## src/rtl/dsp_post_adder_acc.sv

```systemverilog
// DSP48A1-style post-adder / accumulator with P, PCOUT and CARRYOUT.
// Optional pattern detector enabled by defining PATTERN_DETECT_EN.
module dsp_post_adder_acc #(
    parameter int PREG       = 1,
    parameter int OPMODEREG  = 1,
    parameter int CARRYINREG = 1
) (
    input  logic        clk,
    input  logic        rst,
    input  logic        ce_p,
    input  logic        ce_opmode,
    input  logic        ce_carryin,
    input  logic        clr_p,
    input  logic [7:0]  opmode,
    input  logic [35:0] m,
    input  logic [47:0] c,
    input  logic [47:0] pcin,
    input  logic [17:0] d,
    input  logic [17:0] a,
    input  logic [17:0] b,
`ifdef PATTERN_DETECT_EN
    input  logic [47:0] pattern,
    input  logic [47:0] mask,
    output logic        pattern_det,
`endif
    output logic [47:0] p,
    output logic [47:0] pcout,
    output logic        carryout
);

    // {subtract, zsel[1:0], xsel[1:0]}
    logic [4:0]  opm;
    logic        cin;
    logic [47:0] x_op;
    logic [47:0] z_op;
    logic [48:0] sum_d;
    logic [47:0] p_int;
    logic        co_int;
    logic        unused_bits;

    assign unused_bits = ^{opmode[6], opmode[4], d[17:12], ce_p, clr_p};

    generate
        if (OPMODEREG != 0) begin : g_opreg
            logic [4:0] opm_q;
            // Capture the used OPMODE bits ahead of the adder
            always_ff @(posedge clk or negedge rst) begin
                if (!rst)
                    opm_q <= '0;
                else if (ce_opmode)
                    opm_q <= {opmode[7], opmode[3:0]};
            end
            assign opm = opm_q;
        end else begin : g_opdir
            assign opm = {opmode[7], opmode[3:0]};
        end

        if (CARRYINREG != 0) begin : g_cireg
            logic cin_q;
            // Capture carry-in alongside OPMODE
            always_ff @(posedge clk or negedge rst) begin
                if (!rst)
                    cin_q <= 1'b0;
                else if (ce_carryin)
                    cin_q <= opmode[5];
            end
            assign cin = cin_q;
        end else begin : g_cidir
            assign cin = opmode[5];
        end
    endgenerate

    // Operand muxes and 49-bit add/subtract
    always_comb begin
        x_op = '0;
        z_op = '0;
        case (opm[1:0])
            2'd0:    x_op = '0;
            2'd1:    x_op = {{12{m[35]}}, m};
            2'd2:    x_op = p_int;
            default: x_op = {d[11:0], a, b};
        endcase
        case (opm[3:2])
            2'd0:    z_op = '0;
            2'd1:    z_op = pcin;
            2'd2:    z_op = p_int;
            default: z_op = c;
        endcase
        if (opm[4])
            sum_d = {1'b0, z_op} - ({1'b0, x_op} + {48'd0, cin});
        else
            sum_d = {1'b0, z_op} + {1'b0, x_op} + {48'd0, cin};
    end

`ifdef PATTERN_DETECT_EN
    logic pd_d;
    logic pd_int;
    assign pd_d = ~|((sum_d[47:0] ^ pattern) & ~mask);
`endif

    generate
        if (PREG != 0) begin : g_preg
            logic [47:0] p_q;
            logic        co_q;
            // Result register; clear wins over enable
            always_ff @(posedge clk or negedge rst) begin
                if (!rst) begin
                    p_q  <= '0;
                    co_q <= 1'b0;
                end else if (clr_p) begin
                    p_q  <= '0;
                    co_q <= 1'b0;
                end else if (ce_p) begin
                    p_q  <= sum_d[47:0];
                    co_q <= sum_d[48];
                end
            end
            assign p_int  = p_q;
            assign co_int = co_q;
`ifdef PATTERN_DETECT_EN
            logic pd_q;
            // Pattern flag aligned with the P register
            always_ff @(posedge clk or negedge rst) begin
                if (!rst)
                    pd_q <= 1'b0;
                else if (clr_p)
                    pd_q <= 1'b0;
                else if (ce_p)
                    pd_q <= pd_d;
            end
            assign pd_int = pd_q;
`endif
        end else begin : g_pcomb
            assign p_int  = sum_d[47:0];
            assign co_int = sum_d[48];
`ifdef PATTERN_DETECT_EN
            assign pd_int = pd_d;
`endif
        end
    endgenerate

    assign p        = p_int;
    assign pcout    = p_int;
    assign carryout = co_int;
`ifdef PATTERN_DETECT_EN
    assign pattern_det = pd_int;
`endif

endmodule

```

## config.mk

```make
export PLATFORM = sky130hd
export DESIGN_NAME = dsp_post_adder_acc
export DESIGN_NICKNAME = d
export VERILOG_FILES = /design/src/rtl/dsp_post_adder_acc.sv
export SDC_FILE = /design/constraint.sdc
export NUM_CORES = 1
export LEC_CHECK = 0
export CAP_MARGIN = 5
export CORE_MARGIN = 3
export CORE_UTILIZATION = 35
export CTS_CLUSTER_SIZE = 8
export DETAILED_ROUTE_END_ITERATION = 8
export GPL_TIMING_DRIVEN = 0
export PLACE_DENSITY = 0.69
export SKIP_CTS_REPAIR_TIMING = 1
export SYNTH_ARGS = -nofsm -noshare
export SYNTH_HDL_FRONTEND = slang
export SYNTH_SLANG_ARGS = --single-unit
```

## constraint.sdc

```tcl
create_clock -name clk -period 4.8 [get_ports clk]
set_input_delay 0.96 -clock clk [delete_from_list [all_inputs] [get_ports clk]]
set_output_delay 0.96 -clock clk [all_outputs]
set_load 0.02 [all_outputs]
```

==> summary.txt <==
Sequential Area: 1378 um2
cts bufs inserted: 5
Slew Limit Fails: 0
Post-Place Setup Slack: -1.020 ns
Tmin final: 4.771 ns
clock tree buffer depth: 2
worst-path fanout max: 5
Core ar.: 30830 um2
fill count: 3080
worst skew pair latency: 0.33 ns
Die ar.: 33770 um2
most frequent cells in the layout: 282 x clkdlybuf4s50_1, 136 x ha_1, 117 x nand2_1
Area growth syn-to-layout: 35.16%
area of the multi-input gates: 8828 um2
Hold Path Class: reg2reg
sequential cell area fraction in the yosys report: 12.44%
layout cells sized above 1: 13.89%
htree depth: 2
Cell variety after synth: 76
Critical Path Start Type: input pin
Primary FF master, synth: dfrtp_1
Fmax: 209.6 MHz
Req. time, crit path: 5.02 ns
Max Cap Violations: 0
switching part of the total: 51.95%
setup tns final: 0 ns
peak supply drop: 0.2197 mV
Crit path top cell by count: o31a_1
R2R Setup Slk: 0.20 ns
post-synth top area cell: ha_1
yosys warns: 0
drt total wl: 45430 um
critical path's slowest cell: clkdlybuf4s50_1
Tightest Pin Transition: 0.9809 ns
synthesized flop and latch total: 55
routed wire length per instance: 21.31 um
Final Hold Fails: 0
WP data arrival: 4.99 ns
top cells by area, synth: ha_1 16%, dfrtp_1 12%, mux2_2 8.9%, a22o_1 7.5%, a21oi_1 5.3%
Reg clk slew, reported paths: 0.09 ns
DRC marker count from the first detailed-route iteration: 1108
Cell Pwr Density: 411.9 nW/um2
share of total power in the clock network: 7.2%
Worst path max stage delay: 0.42 ns
logic gate share of total power: 80.7%
TritonRoute pass-1 iters: 5
relative slew slack: 34.61%
Ports: 297
clock skew: 0.02023 ns
Synth top area share: 15.84%
Die Wd: 183.8 um
Reg2Reg Capture Point: p[43]$_DFFE_PN0P_
row count: 64
vias in the first global route: 11930
initial antenna violation count: 1
reg2reg path depth: 16
Setup Crit Path Kind: in2reg
DRC: 0
starting density of the core: 35.88%
# setup viols final: 0
worst path cell trace: clkdlybuf4s50_1 > mux2_4 > a22o_4 > ha_2 > o21bai_4 > fa_2 > or2_4 > a2111oi_4 > o31a_1 > o211ai_1 > buf_4 > a31oi_4 > o31a_1 > o21ai_2 > a211oi_2 > xnor2_1 > a311oi_1
status: finished, final reports clean
reg2reg start: g_opreg.opm_q[3]$_DFFE_PN0P_
Final Util: 48.49%
Hold Startpoint: carryout$_DFFE_PN0P_
Root Buffer Master: clkbuf_16
CTS tree: yes
Post-synth ARST share: 100.0%
crit share post-route: 99.39%
port buffer count: 286
Post-synth EDFFs: 0
grt total ovfl: 0
die extent in y: 183.8 um
DP Wirelength: 35680 um
Avg Inst Size Synth: 7.708 um2
Via Count: 12170
leakage: 6.583 nW
Final GP Congestion: 0.9685
clock net sink count: 55
commonest non-fill, non-tap cell in the layout: clkdlybuf4s50_1
Final ANT Viol Nets: 0
Worst Hold Depth: 2
Hold Path End: carryout$_DFFE_PN0P_
P_sw: 3.199 mW
Sequential Power Share: 12.1%
mapped cell area: 11060 um2
Int Pwr: 2.959 mW
crit end category: register
Via-to-Cell Ratio: 5.710
RSZ-0062 raised after global routing: yes
Total GRT Usage: 25.52%
Setup WS post-layout: 0.02921 ns
first-pass GRT wire length: 68110 um
final net count: 2076
largest net degree at the start of global routing: 56
Post-Syn Instances: 1435
Synthesized Nets: 1777
## cell type report
type / count / share of cell area [%]
multi-input combinational: 1144 / 59.06
timing repair buffer: 300 / 19.89
sequential: 55 / 9.215
buffer: 123 / 4.863
tap: 396 / 3.314
inverter: 105 / 2.636
clock buffer: 7 / 0.9541
clock inverter: 1 / 0.05859
antenna: 1 / 0.01674
## Yosys cell counts (all sizes together), types with 4 or more instances
library cell	count
a211oi	30
a21boi	5
a21o	49
a21oi	118
a22o	96
a22oi	14
a31o	4
a31oi	13
and2	5
and3	8
and4	4
buf	66
clkbuf	65
dfrtp	55
ha	140
inv	105
mux2	89
mux2i	7
nand2	117
nand2b	12
nand3	15
nand4	19
nor2	92
nor2b	12
nor3	13
nor4	4
o211ai	12
o21a	12
o21ai	86
o21bai	10
o221ai	8
o31ai	10
or2	5
or3	5
xnor2	46
xor2	42
## metal layers
layer | wire length [um] | track usage (%) | share of wire (%) | up-vias
met4 | 868 | 5.322 | 1.9 | 0
met2 | 21300 | 42.91 | 47 | 509
li1 | - | - | - | 5769
met1 | 20240 | 35.47 | 45 | 5837
met3 | 3023 | 2.829 | 6.7 | 59
met5 | 0 | 0 | 0 | -
## kinds of logic (layout without fill, tap and decap cells)
group | count (synthesis) | in the layout | synth area share (%)
flip-flops | 55 | 55 | 12.44
AND/OR/NAND/NOR | 322 | 322 | 13.53
adder cells (fa/ha/maj) | 142 | 142 | 16.20
buffers and inverters | 236 | 536 | 9.875
XOR/XNOR | 88 | 88 | 6.968
AO/OA/AOI/OAI | 496 | 496 | 31.26
other | 0 | 1 | 0
multiplexers | 96 | 96 | 9.728
## worst max-delay path by stage
stage               slack [ns]  cells after the start                    to                          from
floorplan                 0.34                     16     p[36]$_DFFE_PN0P_                          m[0]
finish                    0.03                     17  carryout$_DFFE_PN0P_                       pcin[0]
CTS                      -1.01                     17     p[42]$_DFFE_PN0P_  g_opreg.opm_q[3]$_DFFE_PN0P_
global route             -0.05                     17  carryout$_DFFE_PN0P_                       pcin[0]
detailed placement       -1.02                     17     p[42]$_DFFE_PN0P_                          m[0]
global placement         -1.03                     17     p[42]$_DFFE_PN0P_                          m[0]
## critical path, delay by kind of cell
family | cells | cell delay (ns)
AO/OA/AOI/OAI | 10 | 2.25
XOR/XNOR | 1 | 0.10
adder cells (fa/ha/maj) | 2 | 0.52
buffers and inverters | 2 | 0.59
multiplexers | 1 | 0.29
AND/OR/NAND/NOR | 1 | 0.25
## power groups by stage
stage / registers (mW) / logic (mW) / clock network (mW)
4_1_cts: 0.742 / 4.69 / 0.437
3_3_place_gp: 0.747 / 4.65 / 0
3_5_place_dp: 0.750 / 4.65 / 0
2_1_floorplan: 0.803 / 3.13 / 0
6_report: 0.745 / 4.97 / 0.442
5_1_grt: 0.763 / 5.39 / 0.452
## through the flow
stage                     instances  hold WS (ns)  power [mW]  instance area, um2
after floorplan                1435        0.5520       3.936               11060
after global placement         2117        0.5631       5.395               14420
after detailed placement       2117        0.5864       5.404               14420
after CTS                      2125        0.6003       5.865               14570
after global routing           2132        0.6383       6.603               14950
final                          2132        0.6186       6.158               14950
## flip-flops by register name, summed over array words and instances (netlist names)
register,flops
g_opreg.opm_q,5
carryout,1
cin,1
p,48
No activity file was read; power rests on OpenSTA's default activity.
